===== config.mk =====
export PLATFORM = sky130hd
export DESIGN_NAME = fnd_font_to_bcd_monitor_flat
export DESIGN_NICKNAME = d
export VERILOG_FILES = /design/src/rtl/fnd_pkg.sv /design/src/rtl/fnd_font_to_bcd_monitor_if.sv /design/src/rtl/fnd_font_decode.sv /design/src/rtl/fnd_font_to_bcd_monitor.sv /design/src/flat_wrapper.sv
export SDC_FILE = /design/constraint.sdc
export NUM_CORES = 1
export LEC_CHECK = 0
export BUFFER_PORTS_ARGS = -buffer_cell sky130_fd_sc_hd__buf_2
export CAP_MARGIN = 20
export CORE_ASPECT_RATIO = 1.1
export CORE_MARGIN = 5
export CORE_UTILIZATION = 55
export DETAILED_ROUTE_END_ITERATION = 10
export PLACE_DENSITY_LB_ADDON = 0.12
export SLEW_MARGIN = 0
export SYNTH_ARGS = -nofsm -noshare
export SYNTH_HDL_FRONTEND = slang
export SYNTH_SLANG_ARGS = --single-unit

===== constraint.sdc =====
create_clock -name i_clk -period 7.5 [get_ports i_clk]
set_input_delay 1.5 -clock i_clk [delete_from_list [all_inputs] [get_ports i_clk]]
set_output_delay 1.5 -clock i_clk [all_outputs]
set_load 0.005 [all_outputs]

===== src/rtl/fnd_pkg.sv =====
//------------------------------------------------------------------------------
// fnd_pkg
//
// Shared constants for the FND (7-segment) display path.
//   - Active-low segment fonts for the digits 0..9, the decimal point alone,
//     and the blank pattern.
//   - The idle value of the active-low digit-select bus.
//   - The 4-bit codes reported for blank and undecodable fonts.
//   - Helpers that classify a digit-select value.
//
// The BCD->FND encoder on the writer side uses the same font constants, so
// both directions of the loopback share one table.
//------------------------------------------------------------------------------
package fnd_pkg;

    // Segment fonts, active-low, bit7 = dp, bits6..0 = g..a.
    localparam logic [7:0] FONT_0     = 8'hc0;
    localparam logic [7:0] FONT_1     = 8'hf9;
    localparam logic [7:0] FONT_2     = 8'ha4;
    localparam logic [7:0] FONT_3     = 8'hb0;
    localparam logic [7:0] FONT_4     = 8'h99;
    localparam logic [7:0] FONT_5     = 8'h92;
    localparam logic [7:0] FONT_6     = 8'h82;
    localparam logic [7:0] FONT_7     = 8'hf8;
    localparam logic [7:0] FONT_8     = 8'h80;
    localparam logic [7:0] FONT_9     = 8'h90;
    localparam logic [7:0] FONT_DP    = 8'h7f;
    localparam logic [7:0] FONT_BLANK = 8'hff;

    // Digit select with no digit driven (inter-digit blanking).
    localparam logic [3:0] COM_IDLE   = 4'hf;

    // Codes that are not plain decimal digits.
    localparam logic [3:0] CODE_DP    = 4'ha;
    localparam logic [3:0] CODE_BAD   = 4'he;
    localparam logic [3:0] CODE_BLANK = 4'hf;

    // Number of multiplexed digits on the display.
    localparam int unsigned NUM_DIGITS = 4;

    // Classification of a sampled digit-select value.
    typedef enum logic [1:0] {
        COM_KIND_IDLE   = 2'd0,  // 4'hf, blanking between digits
        COM_KIND_DIGIT  = 2'd1,  // exactly one bit low
        COM_KIND_ILLEGAL = 2'd2  // no bit low or several bits low
    } com_kind_e;

    // The select bus is active-low one-hot: a legal digit has exactly one
    // zero, i.e. its complement is one-hot.
    function automatic com_kind_e classify_com(input logic [3:0] com);
        if (com == COM_IDLE)
            return COM_KIND_IDLE;
        else if ($onehot(~com))
            return COM_KIND_DIGIT;
        else
            return COM_KIND_ILLEGAL;
    endfunction

endpackage : fnd_pkg


===== src/rtl/fnd_font_to_bcd_monitor_if.sv =====
//------------------------------------------------------------------------------
// fnd_font_to_bcd_monitor_if
//
// The multiplexed FND display bus as seen on the board.
//   i_com  [3:0] : digit select, active-low one-hot, 4'hf = blanking
//   i_font [7:0] : segment font, active-low, bit7 = dp
//
// Modports:
//   master : the display driver that owns the bus
//   slave  : a passive observer (the font-to-BCD monitor)
//------------------------------------------------------------------------------
interface fnd_font_to_bcd_monitor_if;

    logic [3:0] i_com;
    logic [7:0] i_font;

    modport master (
        output i_com,
        output i_font
    );

    modport slave (
        input i_com,
        input i_font
    );

endinterface : fnd_font_to_bcd_monitor_if


===== src/rtl/fnd_font_decode.sv =====
//------------------------------------------------------------------------------
// fnd_font_decode
//
// Combinational inverse of the BCD->FND font table. Every bit of the font,
// including dp, must match exactly; anything else is reported as CODE_BAD
// with the illegal flag raised.
//
// Ports:
//   font    in   8  active-low segment font
//   code    out  4  decoded code (0..9, A = dp only, F = blank, E = bad)
//   illegal out  1  font is not in the table
//------------------------------------------------------------------------------
module fnd_font_decode
    import fnd_pkg::*;
(
    input  logic [7:0] font,
    output logic [3:0] code,
    output logic       illegal
);

    always_comb begin
        // NOTE: every output gets a default before the case so no path
        // through the block leaves a value held, which would infer a latch.
        code    = CODE_BAD;
        illegal = 1'b0;
        case (font)
            FONT_0:     code = 4'h0;
            FONT_1:     code = 4'h1;
            FONT_2:     code = 4'h2;
            FONT_3:     code = 4'h3;
            FONT_4:     code = 4'h4;
            FONT_5:     code = 4'h5;
            FONT_6:     code = 4'h6;
            FONT_7:     code = 4'h7;
            FONT_8:     code = 4'h8;
            FONT_9:     code = 4'h9;
            FONT_DP:    code = CODE_DP;
            FONT_BLANK: code = CODE_BLANK;
            default: begin
                code    = CODE_BAD;
                illegal = 1'b1;
            end
        endcase
    end

endmodule : fnd_font_decode


===== src/rtl/fnd_font_to_bcd_monitor.sv =====
//------------------------------------------------------------------------------
// fnd_font_to_bcd_monitor
//
// Passive reader of the multiplexed FND display. It waits for each
// digit-select/font pair to settle, decodes the font back to a 4-bit code,
// assembles the four digits into a frame and publishes a frame only when two
// consecutive frames agree, which filters out the moment the display value
// is being rewritten.
//
// Ports:
//   i_clk     in   1   system clock
//   i_reset   in   1   synchronous reset, active-high
//   bus       slave    snooped display bus (i_com, i_font)
//   o_bcd     out  16  last published frame, digit n in [4n+3:4n]
//   o_valid   out  1   o_bcd holds a published frame
//   o_update  out  1   one-cycle pulse when o_bcd takes a new value
//   o_err     out  1   sticky: illegal font or illegal digit select seen
//
// Parameters:
//   SETTLE_CYC : cycles a pair must stay unchanged before it is sampled
//   CNT_W      : settle counter width, 2**CNT_W must exceed SETTLE_CYC
//------------------------------------------------------------------------------
module fnd_font_to_bcd_monitor
    import fnd_pkg::*;
#(
    parameter int SETTLE_CYC = 4,
    parameter int CNT_W      = 3
) (
    input  logic                           i_clk,
    input  logic                           i_reset,
    fnd_font_to_bcd_monitor_if.slave       bus,
    output logic [4*NUM_DIGITS-1:0]        o_bcd,
    output logic                           o_valid,
    output logic                           o_update,
    output logic                           o_err
);

    localparam int                 FRAME_W     = 4 * NUM_DIGITS;
    localparam logic [CNT_W-1:0]   SETTLE_MAX  = CNT_W'(SETTLE_CYC);
    localparam logic [CNT_W-1:0]   SETTLE_LAST = CNT_W'(SETTLE_CYC - 1);
    localparam logic [NUM_DIGITS-1:0] MASK_FULL = '1;

    //--------------------------------------------------------------------------
    // Settle tracking
    //--------------------------------------------------------------------------
    logic [3:0]       com_q;
    logic [7:0]       font_q;
    logic [CNT_W-1:0] settle_cnt;
    logic             changed;
    logic             sample;

    assign changed = (bus.i_com != com_q) || (bus.i_font != font_q);

    // The event fires on the edge where the counter steps onto SETTLE_CYC.
    // Once there the counter saturates, so a long hold samples only once.
    assign sample = !changed && (settle_cnt == SETTLE_LAST);

    always_ff @(posedge i_clk) begin
        // NOTE: state is updated with non-blocking assignments so every
        // flop sees the pre-edge value of every other flop, independent of
        // statement order.
        if (i_reset) begin
            com_q      <= COM_IDLE;
            font_q     <= FONT_BLANK;
            settle_cnt <= '0;
        end else begin
            com_q  <= bus.i_com;
            font_q <= bus.i_font;
            if (changed)
                settle_cnt <= '0;
            else if (settle_cnt != SETTLE_MAX)
                settle_cnt <= settle_cnt + 1'b1;
        end
    end

    //--------------------------------------------------------------------------
    // Font decode and sample classification
    //--------------------------------------------------------------------------
    logic [3:0]            dec_code;
    logic                  dec_illegal;
    com_kind_e             com_kind;
    logic                  capture;
    logic [NUM_DIGITS-1:0] cap_bits;
    logic                  bad_com;
    logic                  bad_font;

    fnd_font_decode u_decode (
        .font    (bus.i_font),
        .code    (dec_code),
        .illegal (dec_illegal)
    );

    assign com_kind = classify_com(bus.i_com);
    assign capture  = sample && (com_kind == COM_KIND_DIGIT);
    // Active-low select inverted gives the one-hot digit position.
    assign cap_bits = capture ? ~bus.i_com : '0;
    assign bad_com  = sample && (com_kind == COM_KIND_ILLEGAL);
    assign bad_font = capture && dec_illegal;

    //--------------------------------------------------------------------------
    // Frame assembly
    //--------------------------------------------------------------------------
    logic [NUM_DIGITS-1:0] mask;
    logic [FRAME_W-1:0]    stage;
    logic [FRAME_W-1:0]    prev;
    logic                  prev_filled;
    logic                  frame_close;

    // The close is seen one cycle after the capture that filled the mask,
    // so a capture and a close never land on the same edge for the same
    // frame.
    assign frame_close = (mask == MASK_FULL);

    always_ff @(posedge i_clk) begin
        // NOTE: stage and prev are a few plain flops rather than a memory,
        // so they are cleared on reset like any other state.
        if (i_reset) begin
            mask        <= '0;
            stage       <= '0;
            prev        <= '0;
            prev_filled <= 1'b0;
        end else begin
            // Clear first, then set: a capture on the close cycle opens the
            // next frame instead of being lost.
            mask <= (frame_close ? '0 : mask) | cap_bits;

            for (int n = 0; n < NUM_DIGITS; n++) begin
                if (cap_bits[n])
                    stage[4*n +: 4] <= dec_code;
            end

            if (frame_close) begin
                prev        <= stage;
                prev_filled <= 1'b1;
            end
        end
    end

    //--------------------------------------------------------------------------
    // Publish: one cycle after the close of the second matching frame.
    // The closed frame is copied aside because stage may already be taking
    // captures for the next frame.
    //--------------------------------------------------------------------------
    logic               pub_pend;
    logic [FRAME_W-1:0] pub_bcd;

    always_ff @(posedge i_clk) begin
        if (i_reset) begin
            pub_pend <= 1'b0;
            pub_bcd  <= '0;
            o_bcd    <= '0;
            o_valid  <= 1'b0;
            o_update <= 1'b0;
            o_err    <= 1'b0;
        end else begin
            pub_pend <= frame_close && prev_filled && (stage == prev);
            if (frame_close)
                pub_bcd <= stage;

            o_update <= pub_pend && (pub_bcd != o_bcd);
            if (pub_pend) begin
                o_bcd   <= pub_bcd;
                o_valid <= 1'b1;
            end

            // Sticky; independent of publishing so both can happen at once.
            if (bad_com || bad_font)
                o_err <= 1'b1;
        end
    end

endmodule : fnd_font_to_bcd_monitor


===== src/flat_wrapper.sv =====
// flat-port wrapper written by rule: the top's interface ports become plain ports
module fnd_font_to_bcd_monitor_flat import fnd_pkg::*;
#(
    parameter int SETTLE_CYC = 4,
    parameter int CNT_W      = 3
)
  (i_clk, i_reset, o_bcd, o_valid, o_update, o_err, bus_i_com, bus_i_font);
  fnd_font_to_bcd_monitor_if bus_i ();
  input  logic i_clk;
  input  logic i_reset;
  output logic [4*NUM_DIGITS-1:0] o_bcd;
  output logic o_valid;
  output logic o_update;
  output logic o_err;
  input wire logic [$bits(bus_i.i_com)-1:0] bus_i_com;
  input wire logic [$bits(bus_i.i_font)-1:0] bus_i_font;
  assign bus_i.i_com = bus_i_com;
  assign bus_i.i_font = bus_i_font;
  fnd_font_to_bcd_monitor #(.SETTLE_CYC(SETTLE_CYC), .CNT_W(CNT_W)) u_core (.i_clk(i_clk), .i_reset(i_reset), .bus(bus_i), .o_bcd(o_bcd), .o_valid(o_valid), .o_update(o_update), .o_err(o_err));
endmodule

Yosys cells after proc, flatten, opt, wreduce, memory -nomap -nowiden
Index checks and enable logic that the tools add are counted.

word-level totals
  bits in registers = 72
  input port bits = 14
  output and inout port bits = 19
  word-level logic and storage cells = 62

cells by class
  add/subtract/negate cells = 4
  equality and inequality tests = 23
  muxes and demuxes = 6
  bitwise logic cells = 2
  reductions and logical operators = 12

operator list
  operator                                              count
  equality test 8 bit (second input constant)           11
  case mux 4 bit (12 select lines)                      1
  equality test 16 bit                                  1
  != test 16 bit                                        1
  OR reduction 12 bit                                   1
  equality test 4 bit (second input constant)           2
  equality test 8 x 7 -> 1 bit (second input constant)  1
  2-to-1 mux 4 bit                                      2
  != test 8 bit                                         1
  logical AND 1 bit                                     7
  adder 1 x 1 -> 2 bit                                  2
  2-to-1 mux 2 bit                                      2
  != test 4 bit                                         1
  NOT 4 bit                                             1
  OR 4 bit                                              1
  adder 3 x 1 -> 3 bit (second input constant)          1
  adder 3 bit                                           1
  equality test 3 x 1 -> 1 bit (second input constant)  1
  equality test 3 x 2 -> 1 bit (second input constant)  1
  != test 3 bit (second input constant)                 1
  equality test 2 x 1 -> 1 bit (second input constant)  1
  equality test 2 bit (second input constant)           1
  logical OR 1 bit                                      2
  OR reduction 2 bit                                    1
  2 further kinds                                       2

Depth between registers and ports, before layout
Gate-level depths: netlist (run 1).

  word-level depth = 10
  gate-level depth with buffers = 10
  mapped depth without buffers = 9

By module
A second synthesis (run 1) with hierarchy kept.

unflattened totals
  cells, all modules = 365
  area total of the unflattened synthesis = 3513.4 sq um

modules (own cells, without submodules)
  module                   times used  cells each  area an instance (sq um)  sequential area each (sq um)
  fnd_font_to_bcd_monitor  1           325         3186.8                    1441.4
  fnd_font_decode          1           40          326.6                     0.0

Worst setup path after synthesis (run 1)
Ideal clock, no wire load.

  path kind = input port to flip-flop
  start point = input bus_i_com[2]
  end point = register u_core.stage[10]
  setup time = 0.070 ns
  arrival time = 3.625 ns
  slack = 3.805 ns
  stages on the path = 10
  buffers on the path = 1
  cells stage by stage = inv_1 -> ha_1 -> ha_1 -> fa_1 -> or3b_1 -> buf_1 -> nor3_1 -> nand4_2 -> a21o_1 -> a21oi_1

between the ends
  word-level cells in the longest chain between the ends = 9
  elaborated cells between the ends (all ways) = 14

RTL lines
  what                                        line                                          RTL
  start, declared                             flat_wrapper.sv:15                            input wire logic [$bits(bus_i.i_com)-1:0] bus_i_com;
  NOT 4 bit                                   fnd_pkg.sv:53, fnd_font_to_bcd_monitor.sv:96
  adder 1 x 1 -> 2 bit (implied by the code)  fnd_pkg.sv:53                                 else if ($onehot(~com))
  adder 3 bit (implied by the code)           fnd_pkg.sv:53
  equality test 3 x 1 -> 1 bit                fnd_pkg.sv:53
  2-to-1 mux 2 bit                            fnd_pkg.sv:53
  2-to-1 mux 2 bit                            fnd_pkg.sv:51                                 if (com == COM_IDLE)
  equality test 2 x 1 -> 1 bit                fnd_font_to_bcd_monitor.sv:94                 assign capture = sample && (com_kind == COM_KIND_DIGIT);
  logical AND 1 bit                           fnd_font_to_bcd_monitor.sv:94
  2-to-1 mux 4 bit *                          fnd_font_to_bcd_monitor.sv:96                 assign cap_bits = capture ? ~bus.i_com : '0;
  end signal, assigned by index               fnd_font_to_bcd_monitor.sv:129                stage[4*n +: 4] <= dec_code;
  end, declared                               fnd_font_to_bcd_monitor.sv:104                logic [FRAME_W-1:0] stage;

Mark *: on every way between the ends. The rest lies on a longest branch, timed or not.
A chain may end at the register's enable or synchronous reset.

Worst setup path in the final report (run 1)
  start point = input bus_i_com[3]
  end point = register u_core.stage[2]

between the ends
  word-level cells in the longest chain between the ends = 9
  elaborated cells between the ends (all ways) = 14

RTL lines
  what                                        line
  NOT 4 bit                                   fnd_pkg.sv:53
  adder 1 x 1 -> 2 bit (implied by the code)  fnd_pkg.sv:53
  adder 3 bit (implied by the code)           fnd_pkg.sv:53
  equality test 3 x 1 -> 1 bit                fnd_pkg.sv:53
  2-to-1 mux 2 bit                            fnd_pkg.sv:53
  2-to-1 mux 2 bit                            fnd_pkg.sv:51
  equality test 2 x 1 -> 1 bit                fnd_font_to_bcd_monitor.sv:94
  logical AND 1 bit *                         fnd_font_to_bcd_monitor.sv:94
  2-to-1 mux 4 bit *                          fnd_font_to_bcd_monitor.sv:96

Marked as above.

==> results of run 1 <==
## registers in the layout, indices dropped and copies added (netlist names), 3 cells and up
register and flops:
u_core.o_bcd 16, u_core.pub_bcd 16, u_core.stage 16, u_core.font_q 8
u_core.com_q 4, u_core.mask 4, u_core.settle_cnt 3
## cell type report
class                      instances  area (µm²)  area share (%)
inverter                          20       75.07           1.930
multi-input combinational        275        1933           49.69
timing repair buffer              33       167.7           4.310
tap                               80       100.1           2.573
clock inverter                     6       35.03          0.9006
clock buffer                      10       137.6           3.538
sequential                        72        1441           37.05
## cell families (layout without fill, tap and decap cells)
group / Yosys count / in the layout / synth area share, %
mux: 21 / 21 / 5.922
simple gates: 140 / 140 / 22.24
buf+inv: 41 / 69 / 4.935
fa+ha+maj: 9 / 9 / 3.384
compound gates: 59 / 59 / 11.35
flops: 72 / 72 / 40.61
xor+xnor: 46 / 46 / 11.56
## stage by stage
stage          power [mW]  std cells  hold slack [ns]  utilization, %
6_report           0.7076        496           0.4630           62.43
5_1_grt            0.7404        496           0.4933           62.43
4_1_cts            0.7153        496           0.4666           62.43
3_5_place_dp       0.4450        480           0.4473           59.66
3_3_place_gp       0.4438        480           0.4426           59.66
2_1_floorplan      0.4332        388           0.4407               -
## final timing paths
check,end,cells after the start
max,u_core.stage[2],10
min,u_core.o_valid,2
min reg2reg,u_core.o_valid,2
max reg2reg,u_core.pub_pend,4
## layout by cell type, fill, tap and decap left out, types with 3 or more instances in the layout
| master | instances |
|---|---|
| nand3_1 | 5 |
| dfxtp_1 | 72 |
| clkinv_2 | 4 |
| or2_2 | 13 |
| inv_1 | 20 |
| nand4b_1 | 3 |
| a21oi_1 | 34 |
| ha_1 | 8 |
| nor3_1 | 7 |
| buf_2 | 32 |
| a21o_1 | 8 |
| xor2_1 | 15 |
| nor2_1 | 34 |
| nand2_1 | 44 |
| nor4_1 | 6 |
| nand4_2 | 4 |
| o21a_1 | 4 |
| clkbuf_8 | 10 |
| xnor2_1 | 30 |
| mux2i_1 | 21 |
| nor4_4 | 3 |
| nand4_1 | 10 |
## worst max-delay path, stage by stage
cell and delay (ns):
buf_2 0.17, inv_1 0.06, ha_1 0.27, ha_1 0.21, fa_1 0.42, or3b_1 0.47, nor3_1 0.30, nand4_2 0.23
a21o_1 0.24, a21oi_1 0.11
## routing by layer
layer / track usage [%] / vias to the layer above
met5: 0 / -
met4: 8.442 / 0
met3: 4.298 / 14
met2: 31.38 / 63
met1: 24.12 / 1275
li1: - / 1356
## power groups by stage
stage | Combinational (mW) | Sequential [mW] | Clock, mW
finish | 0.0486 | 0.387 | 0.272
global route | 0.0543 | 0.387 | 0.299
CTS | 0.0493 | 0.387 | 0.279
detailed placement | 0.0490 | 0.396 | 0
global placement | 0.0480 | 0.396 | 0
floorplan | 0.0375 | 0.396 | 0
==> results, run 1 <==
- The count of buffers from port buffering is 32.
- The core footprint is 0.006231 mm².
- The startpoint of the worst-slack reg-to-reg timing path is u_core.mask[3].
- The startpoint of the worst setup timing path is bus_i_com[3].
- Setup repair after global routing left no endpoint under its margin.
- The met1 layer wirelength in the final routing is 3.175 mm.
- Counting the fill cells in the layout gives 581.
- The global-route usage over all layers is 19.24%.
- Of all flip-flops after synthesis, the portion carrying an async set or reset was 0%.
- The synthesized netlist contains 48 unique library cells.
- Max-cap violations in this run came to 0.
- By count the netlist is led by dfxtp_1, nand2_1, a21oi_1, nor2_1, xnor2_1.
- The via count of the first global-routing pass is 2564.
- The net total in the final layout is 434.
- The biggest area contributor in the post-synthesis netlist is dfxtp_1.
- The synthesized netlist net count is 411.
- The detailed router used layers up to and including met4.
- Entering global routing, the biggest net connects 73 pins.
- Once placement finished, the instance area stood at 0.003717 mm².
- Buffers added to address setup during post-CTS repair amount to 0.
- The clock-pin slew on the worst setup and hold paths is 0.07 ns.
- The flow ran to the end, and the final reports show no timing, DRC or antenna violations.
- Across all layers, the routed design uses 2708 vias.
- Of the total power, the clock network draws 38.4%.
- For the worst setup path, the data arrival time is 3.98 ns.
- The worst register-to-register path has a setup slack of 5.52 ns.
- The analysis attributes to cell leakage a power of 1.458 nW.
- The post-route worst setup slack is 3.800 ns.
- The total non-filler cell area in the finished layout is 0.003890 mm².
- For this run, the top clock speed supported by timing is 0.2702 GHz.
- After clock tree synthesis, the repair step resized 0 gates.
- The smallest clock period supported by the final layout is computed as 3.700 ns.
- The max-slew violation count is 0.
- Adding up every negative setup slack in the final design gives 0 ns.
- Summing every instance area after synthesis gives 0.003550 mm².
- TritonCTS built the clock tree.
- Using the TritonRoute via totals, the vias-per-cell ratio works out to 5.460.
- The worst vdd rail ir drop is 0.1067 mV.
- dfxtp_1 is the most common cell in the netlist.
- Headroom to the max-slew limit came out at 35.10%.
- The number of antenna diodes in the final layout is 0.
- Power spread over the standard cell area amounts to 181.9 mW/mm².
- The start point of the worst hold path is u_core.o_valid.
- The number of hold buffers added after cts is 0.
- Before CTS, the worst setup slack after placement is 3.446 ns.
- The detail-routed net length per standard cell is 14.63 µm.
- The cell count after synthesis is 388.
- The worst hold path belongs to the class reg2reg.
- The fraction of final layout cells with drive strength greater than 1 is 19.23%.
- The most used flip-flop cell after synthesis is dfxtp_1.
- Ranked by total cell area, the synthesized netlist is headed by dfxtp_1, xnor2_1, mux2i_1.
- The final period utilization is 49.34%.
- From bottom edge to top edge, the die measures 94.26 µm.
- The starting density of the core is 56.97%.
- The root buffer cell chosen for the clock tree is clkbuf_8.
- In this run, the number of DRC markers left after iteration 0 of detailed routing was 97.
- The number of nets with antenna violations after detailed routing is 0.
- In the routed design, unresolved DRC markers number 0.
- The final count of negative-setup-slack endpoints is 0.
- The switching component of the power is 0.1795 mW.
- The number of flip-flops and latches in the synthesized netlist is 72.
- The data required time of the worst path is 7.78 ns.
- The total number of yosys warnings is 0.
- The final weighted congestion of routability-driven global placement is 0.8509.
- Clock tree synthesis found a total of 72 sinks.
- Clock skew on the completed layout was measured at 0.003734 ns.
- For the pin with the worst max-slew slack, the measured transition is 0.9722 ns.
- The setup path with the least slack is of type in2reg.
- The critical path launch point type is an input port.
- STA classifies the critical path endpoint as a register.
- The sequential element share of the synthesized area is 40.61%.
- The total I/O pin count is 33.
- The share of total power dissipated in sequential elements is 54.7%.
- The final count of hold timing violations is 0.
- The internal power component is 0.5281 mW.
- The floorplan step defined a die boundary enclosing 0.008162 mm².
- At the later pin of the worst-skew pair, clock insertion delay measures 0.35 ns.
- The number of buffers created by CTS is 9.
- The area growth from synthesis to layout is 9.588%.
- Along the worst path, the maximum fanout reaches 6.
- The maximum number of buffers from clock root to sink is 2.
- The total overflow reported by the global router is 0.
- The H-tree was split into 3 levels.
- Of the total power, the share spent switching nets is 25.36%.
- The first-pass GRT wire length is 12.34 mm.
- Before antenna repair, the detailed router went through 4 iterations.
- The combinational share of power is 6.9%.
- The met3 routed wirelength is 330 µm.
- The total number of placement rows is 30.
- The die is 86.60 µm wide.
- The post-detailed-routing wire length is 7.254 mm.
- The initial antenna violation count was 0.
- The top-area cell type share of the netlist area is 40.61%.
- The average instance area after synthesis is 9.149 µm².
- The number of synthesized flops with an enable pin is 0.
- After detailed routing, the met2 layer carries 3.567 mm of wire.
- After legalization and detailed placement, the total HPWL measured 5.264 mm.
Note: power is estimated with default switching activity, not from simulation.
==> run 2: changes to the inputs <==
ABC_AREA = 1   (was default)
clock period = 3.6 ns   (was 7.5 ns; I/O delays follow)
==> results, run 2 <==
- The combinational family with the most area after synthesis is simple AND/OR/NAND/NOR gates.
- The total DRC errors in the routed layout is 0 (unchanged).
- The initial antenna violation count was 0 (unchanged).
- The post-route worst setup slack came to 0.7272 ns (-3.072 ns).
- The placement-stage worst setup slack came to 0.3860 ns (-3.060 ns).
- The worst setup path is launched from an input port.
- The count of buffer and inverter cells on the critical path is 2 (unchanged).
- The run finished with clean final reports.
- The number of vias after detailed routing is 3110 (+15%).
- The net total in the final layout is 530 (+22%).
- The relative contribution of sequential cells to total power is 51.5% (-3.2 points).
- The switching component of the power is 0.3744 mW (+110%).
- The final-layout fill cell count is 566 (-2.6%).
- The final count of negative-setup-slack endpoints was 0 (unchanged).
- The core footprint is 0.006118 mm² (-1.8%).
- The detailed router's first-iteration violation count was 160 (+65%).
- The area enclosed by the die boundary was 0.007894 mm² (-3.3%).
- The headroom to the max-slew limit is 37.20% (+2.1 points).
- The clock-pin slew on the worst setup and hold paths is 0.08 ns (about the same).
- The fraction of power spent switching nets was 23.90% (-1.5 points).
- The number of synthesized flops with an enable pin is 0 (unchanged).
- The detail-routed net length per standard cell is 13.00 µm (-11%).
- In the layout the commonest cells are nand2_1, dfxtp_1, nor2_1, inv_1, a21oi_1.
- The achievable frequency is 0.3481 GHz.
- The top-area cell type share of the netlist area is 42.17% (+1.6 points).
- The combined flip-flop and latch cell area is 0.001441 mm² (unchanged).
- The measured slew at the worst slew-check pin is 0.9407 ns (-0.03158 ns).
- The iteration count of the initial detailed-routing pass came to 4 (unchanged).
- The maximum cell stage delay along the critical path is 0.60 ns (+0.13 ns).
- The top fanout value on the critical path is 9 (+3).
- The largest registers in the layout are u_core.o_bcd: 16 flops, u_core.pub_bcd: 16 flops, u_core.stage: 16 flops.
- The worst hold margin is 0.4541 ns (-0.008938 ns).
- The data required time of the worst path is 3.84 ns (-3.94 ns).
- The XOR/XNOR share of the synthesized area is 4.100% (-7.5 points).
- The total number of yosys warnings came to 0 (unchanged).
- The final-layout setup total negative slack is 0 ns (unchanged).
- The post-detailed-routing wire length is 7.697 mm (+6.1%).
- The final clock skew came to 0.005909 ns (+0.002175 ns).
- The max-cap check violation count is 0 (unchanged).
- The type of the worst setup path is in2reg.
- The post-synthesis cell area came to 0.003418 mm² (-3.7%).
- The count of buffers from port buffering is 32 (unchanged).
- The fraction of final layout cells with drive strength greater than 1 came to 13.67% (-5.6 points).
- The path class of the tightest hold or removal check is reg2reg.
- The number of buffers created by CTS is 9 (unchanged).
- The critical path arrival is 3.11 ns (-0.87 ns).
- The number of hold buffers added after cts is 0 (unchanged).
- The post-synthesis adder-cell area fraction is 3.514% (+0.13 points).
- The distinct cell type count of the synthesized netlist was 30 (-38%).
- Traced cell by cell, the critical path runs through buf_2 > inv_1 > ha_1 > ha_1 > fa_1 > nor4_4 > nand4_2 > nor2_1 > nor2_1.
- The number of nets with antenna violations after detailed routing is 0 (unchanged).
- The starting density of the core was 55.87% (-1.1 points).
- Compared with the post-synthesis result, the final layout area differs by 12.70%.
- The number of H-tree levels came to 3 (unchanged).
- The cell count after synthesis is 475 (+22%).
- The number of flip-flops and latches in the synthesized netlist came to 72 (unchanged).
- The total number of placement rows came to 30 (unchanged).
- The final weighted congestion of routability-driven global placement is 0.8638 (+1.5%).
- The gate family responsible for the most delay along the worst path is simple AND/OR/NAND/NOR gates.
- The synthesized netlist net count is 498 (+21%).
- The combinational share of power is 6.4% (-0.5 points).
- The first-pass GRT wire length is 12.86 mm (+4.2%).
- In this run the clock root is driven by a clkbuf_8.
- The ratio of total power to cell area was 406.7 mW/mm² (+120%).
- The post-CTS setup repair buffer count is 0 (unchanged).
- The worst setup path is captured at a register.
- The mux cell area share after synthesis is 0% (-5.9 points).
- The area share of and/or/nand/nor cells after synthesis is 28.11% (+5.9 points).
- The average vias per placed instance is 5.253 (-3.8%).
- The die outline height came to 92.69 µm (-1.7%).
- The via count of the first global-routing pass came to 2773 (+8.2%).
- The share of synthesized registers carrying an async set or reset is 0% (unchanged).
- The global-route usage over all layers is 20.46% (+1.2 points).
- The die outline width is 85.17 µm (-1.7%).
- The worst vdd rail ir drop is 0.2278 mV (+110%).
- Sorting the synthesized cells by how often they occur yields nand2_1, dfxtp_1, nor2_1, inv_1, a21oi_1.
- The largest individual stage delay along the critical path comes from the cell nor4_4.
- The average instance area after synthesis was 7.196 µm² (-21%).
- The sequential element share of the synthesized area is 42.17% (+1.6 points).
- The part of the power in the clock network came to 42.1% (+3.7 points).
- The number of antenna cells inserted is 0 (unchanged).
- The reported leakage power is 1.769 nW (+21%).
- The total overflow reported by the global router is 0 (unchanged).
- The most used flip-flop cell after synthesis is dfxtp_1.
- The final count of hold timing violations is 0 (unchanged).
- The final period utilization is 79.80%.
- The maximum number of buffers from clock root to sink is 2 (unchanged).
- The cell with the most instances after synthesis is nand2_1.
- The later-pin clock latency in the skew report is 0.34 ns (about the same).
- By area the synthesized netlist is led by dfxtp_1, nand2_1, nor2_1.
- Summed over all instances, the cell type with the most area after synthesis is dfxtp_1.
- The count of cells resized by post-cts repair was 0 (unchanged).
- Leaving out fill and tap cells, the most frequent cell in the layout is nand2_1.
- The final HPWL from detailed placement is 5.694 mm (+8.2%).
- The clock sink total was 72 (unchanged).
- The max-slew violation count is 0 (unchanged).
- The internal power component came to 1.192 mW (+130%).
- TritonCTS built the clock tree.
- The post-synthesis compound-gate area fraction is 14.13% (+2.8 points).
- The pin count of the biggest net entering global routing is 39 (-47%).
- The area of the multi-input gates came to 0.001704 mm² (-12%).
- Setup repair after global routing left no endpoint under its margin.
- The total I/O pin count is 33 (unchanged).
- Counting I/O delays and the setup requirement, the final critical path takes 2.873 ns.
==> run 2: changes by cell type in the layout (fill, tap and decap cells not counted), moves of 13 or more <==
cell,previous run,this run
xor2_1,15,2
o21ai_0,1,34
mux2i_1,21,0
nor2_1,34,58
nand2_1,44,110
xnor2_1,30,14
inv_1,20,53
==> run 2: layout make-up <==
class | count | share of cell area (%)
inverter | 58 | 5.651
sequential | 72 | 37.41
tap | 80 | 2.598
clock buffer | 11 | 3.930
timing repair buffer | 35 | 4.742
multi-input combinational | 331 | 44.24
clock inverter | 5 | 1.429
==> run 2: power groups by stage <==
| stage | Clock, mW | Sequential, mW | Combinational [mW] |
|---|---|---|---|
| after floorplan | 0 | 0.824 | 0.0719 |
| after global placement | 0 | 0.824 | 0.0980 |
| after detailed placement | 0 | 0.825 | 0.102 |
| after CTS | 0.670 | 0.806 | 0.102 |
| after global routing | 0.710 | 0.807 | 0.116 |
| final | 0.660 | 0.806 | 0.101 |
==> run 2: path summary, 6_finish.rpt <==
path	to	slack [ns]	cells past startpoint	startpoint
worst max-delay path	u_core.stage[11]	0.73	9	bus_i_com[3]
worst min-delay path	u_core.o_valid	0.45	2	u_core.o_valid
worst max register to register	u_core.stage[11]	2.01	10	u_core.font_q[4]
worst min register to register	u_core.o_valid	0.45	2	u_core.o_valid
==> run 2: per-layer routing <==
| metal | vias to the layer above | global-route usage (%) | wire length, µm |
|---|---|---|---|
| met5 | - | 0 | 0 |
| met4 | 0 | 12.66 | 281 |
| met3 | 21 | 4.537 | 354 |
| met2 | 77 | 33.16 | 3717 |
| met1 | 1408 | 24.39 | 3344 |
| li1 | 1604 | - | - |
==> run 2: metrics by stage <==
step,util (%),instance area [µm²],power [mW],std cells
after floorplan,-,3418,0.8961,475
after global placement,59.59,3646,0.9224,576
after detailed placement,59.59,3646,0.9265,576
after CTS,62.97,3852,1.578,592
after global routing,62.97,3852,1.633,592
final,62.97,3852,1.567,592
==> run 2: worst reg2reg max path: cells and delay by family, from the launching register on <==
| family | cells | cell delay [ns] |
|---|---|---|
| DFF | 1 | 0.32 |
| buffers and inverters | 1 | 0.05 |
| and+or+nand+nor | 9 | 1.15 |
==> run 2: logic make-up (layout without fill, tap and decap cells) <==
group / after synthesis / after routing
xor+xnor: 16 / 16
simple gates: 216 / 216
fa+ha+maj: 9 / 9
compound gates: 90 / 90
buf+inv: 72 / 109
flops: 72 / 72
==> run 3: changes to the inputs <==
CORE_UTILIZATION = 53   (was 55)
clock period = 2.4 ns   (was 3.6 ns; I/O delays follow)
==> results, run 3 (synthesis results as in run 2) <==
- The via count of the first global-routing pass came to 3013 (+8.7%).
- Static timing analysis puts the maximum clock frequency at 0.4741 GHz.
- The detail-routed net length per standard cell is 12.86 µm (-1.1%).
- The max-cap check violation count came to 0 (unchanged).
- The data required time of the worst path is 2.67 ns (-1.17 ns).
- The pin count of the biggest net entering global routing was 53 (+36%).
- The setup path with the least slack is of type in2reg.
- The utilization of the core after routing came to 63.86% (+0.89 points).
- The final-layout fill cell count is 589 (+4.1%).
- The post-CTS setup repair buffer count is 0 (unchanged).
- The count of placed standard cells in the final layout, fillers left out is 603 (+1.9%).
- The final weighted congestion of routability-driven global placement was 0.8478 (-1.9%).
- Clock tree synthesis selected as its root buffer the cell clkbuf_8.
- The net total in the final layout is 541 (+2.1%).
- The number of cells in the design after placement is 587 (+1.9%).
- In the final layout, the registers with the most flip-flops are u_core.o_bcd: 16 flops, u_core.pub_bcd: 16 flops, u_core.stage: 16 flops.
- Setup repair after global routing left no endpoint under its margin.
- The measured slew at the worst slew-check pin is 0.4772 ns (-0.4635 ns).
- The total non-filler cell area in the finished layout came to 0.003979 mm² (+3.3%).
- The number of vias after detailed routing was 3183 (+2.3%).
- The die outline height is 94.23 µm (+1.7%).
- The final count of hold timing violations came to 0 (unchanged).
- The iteration count of the initial detailed-routing pass is 4 (unchanged).
- The most frequent standard cell in the layout excluding fill and tap cells is nand2_1.
- The later-pin clock latency in the skew report is 0.34 ns (about the same).
- The clock-pin slew on the worst setup and hold paths was 0.07 ns (about the same).
- The standard cell area after detailed placement was 0.003759 mm² (+3.1%).
- The total I/O pin count is 33 (unchanged).
- The die outline width was 86.57 µm (+1.6%).
- The top cell types in the final layout, fill and taps aside, are nand2_1, dfxtp_1, nor2_1, inv_1, a21oi_1.
- The clock sink total came to 72 (unchanged).
- The maximum number of buffers from clock root to sink is 2 (unchanged).
- The reported leakage power is 1.825 nW (+3.2%).
- The count of cells resized by post-cts repair came to 0 (unchanged).
- The first-pass GRT wire length came to 13.36 mm (+3.9%).
- The total overflow reported by the global router is 0 (unchanged).
- The post-detailed-routing wire length is 7.755 mm (+0.75%).
- The total number of placement rows is 30 (unchanged).
- The number of nets with antenna violations after detailed routing is 0 (unchanged).
- The starting density of the core is 54.86% (-1.0 points).
- The top fanout value on the critical path came to 6 (-3).
- STA classifies the critical path startpoint as an input port.
- The count of buffers from port buffering came to 32 (unchanged).
- The initial antenna violation count is 0 (unchanged).
- The number of antenna cells inserted was 0 (unchanged).
- The number of buffers created by CTS is 9 (unchanged).
- The endpoint type of the worst setup path is a register.
- The number of hold buffers added after cts is 0 (unchanged).
- The final count of negative-setup-slack endpoints is 0 (unchanged).
- The worst hold margin is 0.3826 ns (-0.07155 ns).
- From synthesis to final layout, the design area changed by 16.40%.
- The average vias per placed instance is 5.279 (+0.48%).
- The final clock skew was 0.008560 ns (+0.002651 ns).
- The worst path needs 2.109 ns of the cycle, external delays included.
- The worst vdd rail ir drop is 0.4217 mV (+85%).
- The number of H-tree levels was 3 (unchanged).
- The area enclosed by the die boundary is 0.008157 mm² (+3.3%).
- The total DRC errors in the routed layout was 0 (unchanged).
- The ratio of total power to cell area is 613.1 mW/mm² (+51%).
- The TritonCTS clock tree is done.
- The detailed router's first-iteration violation count came to 142 (-11%).
- The headroom to the max-slew limit is 68.19% (+31 points).
- The final HPWL from detailed placement is 5.713 mm (+0.34%).
- The core footprint came to 0.006231 mm² (+1.8%).
- The fraction of final layout cells with drive strength greater than 1 was 16.83% (+3.2 points).
- The global-route usage over all layers is 20.64% (+0.18 points).
- The final period utilization is 87.89%.
- The max-slew violation count was 0 (unchanged).
- The critical path arrival was 2.38 ns (-0.73 ns).
- The path category of the worst min-delay check is in2reg.
- The final-layout setup total negative slack is 0 ns (unchanged).
- The run finished with clean final reports.
## run 3: cell types whose count changed in the layout (fill, tap and decap cells not counted), moves of 2 or more
cell,delta
inv_2,+3
ha_1,-3
buf_4,+11
ha_4,+2
inv_1,-3
## run 3: cell type report
type                            instances  area, µm²  share of cell area, %
Sequential cell                        72       1441                  36.23
Timing Repair Buffer                   46      265.3                  6.667
Multi-Input combinational cell        331       1734                  43.58
Inverter                               58      217.7                  5.472
Clock buffer                           10      137.6                  3.459
Tap cell                               80      100.1                  2.516
Clock inverter                          6      82.58                  2.075
## run 3: worst max-delay path, cell delays in order
cell and delay (ns):
buf_2 0.11, inv_2 0.07, ha_4 0.20, ha_2 0.18
fa_2 0.38, nor4_4 0.24, buf_4 0.19, buf_4 0.13
nand3_2 0.10, nor2_1 0.12, nor2_1 0.06, nor2_1 0.10
## run 3: path summary, 6_finish.rpt
kind                     from          endpoint  slack, ns  depth (start not counted)
max              bus_i_com[1]  u_core.stage[12]       0.29                         12
min             bus_i_font[7]  u_core.font_q[7]       0.38                          3
max reg2reg  u_core.font_q[5]   u_core.stage[5]       0.80                         11
min reg2reg    u_core.o_valid    u_core.o_valid       0.45                          2
## run 3: layer usage
metal,routed length [µm],GRT usage (%),up-vias,share of wire [%]
met5,0,0,-,0
met3,310,4.123,20,4.0
met4,237,10.00,0,3.1
met2,3775,35.33,72,49
li1,-,-,1633,-
met1,3431,24.38,1458,44
## run 3: power by group
group,switching (mW),leakage [nW],internal [mW]
clock network,0.444,0.112,0.608
registers,0.00479,0.583,1.20
logic,0.108,1.13,0.0703
total,0.556,1.82,1.88
## run 3: metrics by stage
| step | worst slack (ns) | power [mW] |
|---|---|---|
| global placement | 0.007091 | 1.411 |
| detailed placement | -0.03942 | 1.415 |
| CTS | 0.2834 | 2.468 |
| floorplan | 0.003917 | 1.349 |
| global route | 0.1042 | 2.554 |
| finish | 0.2907 | 2.439 |
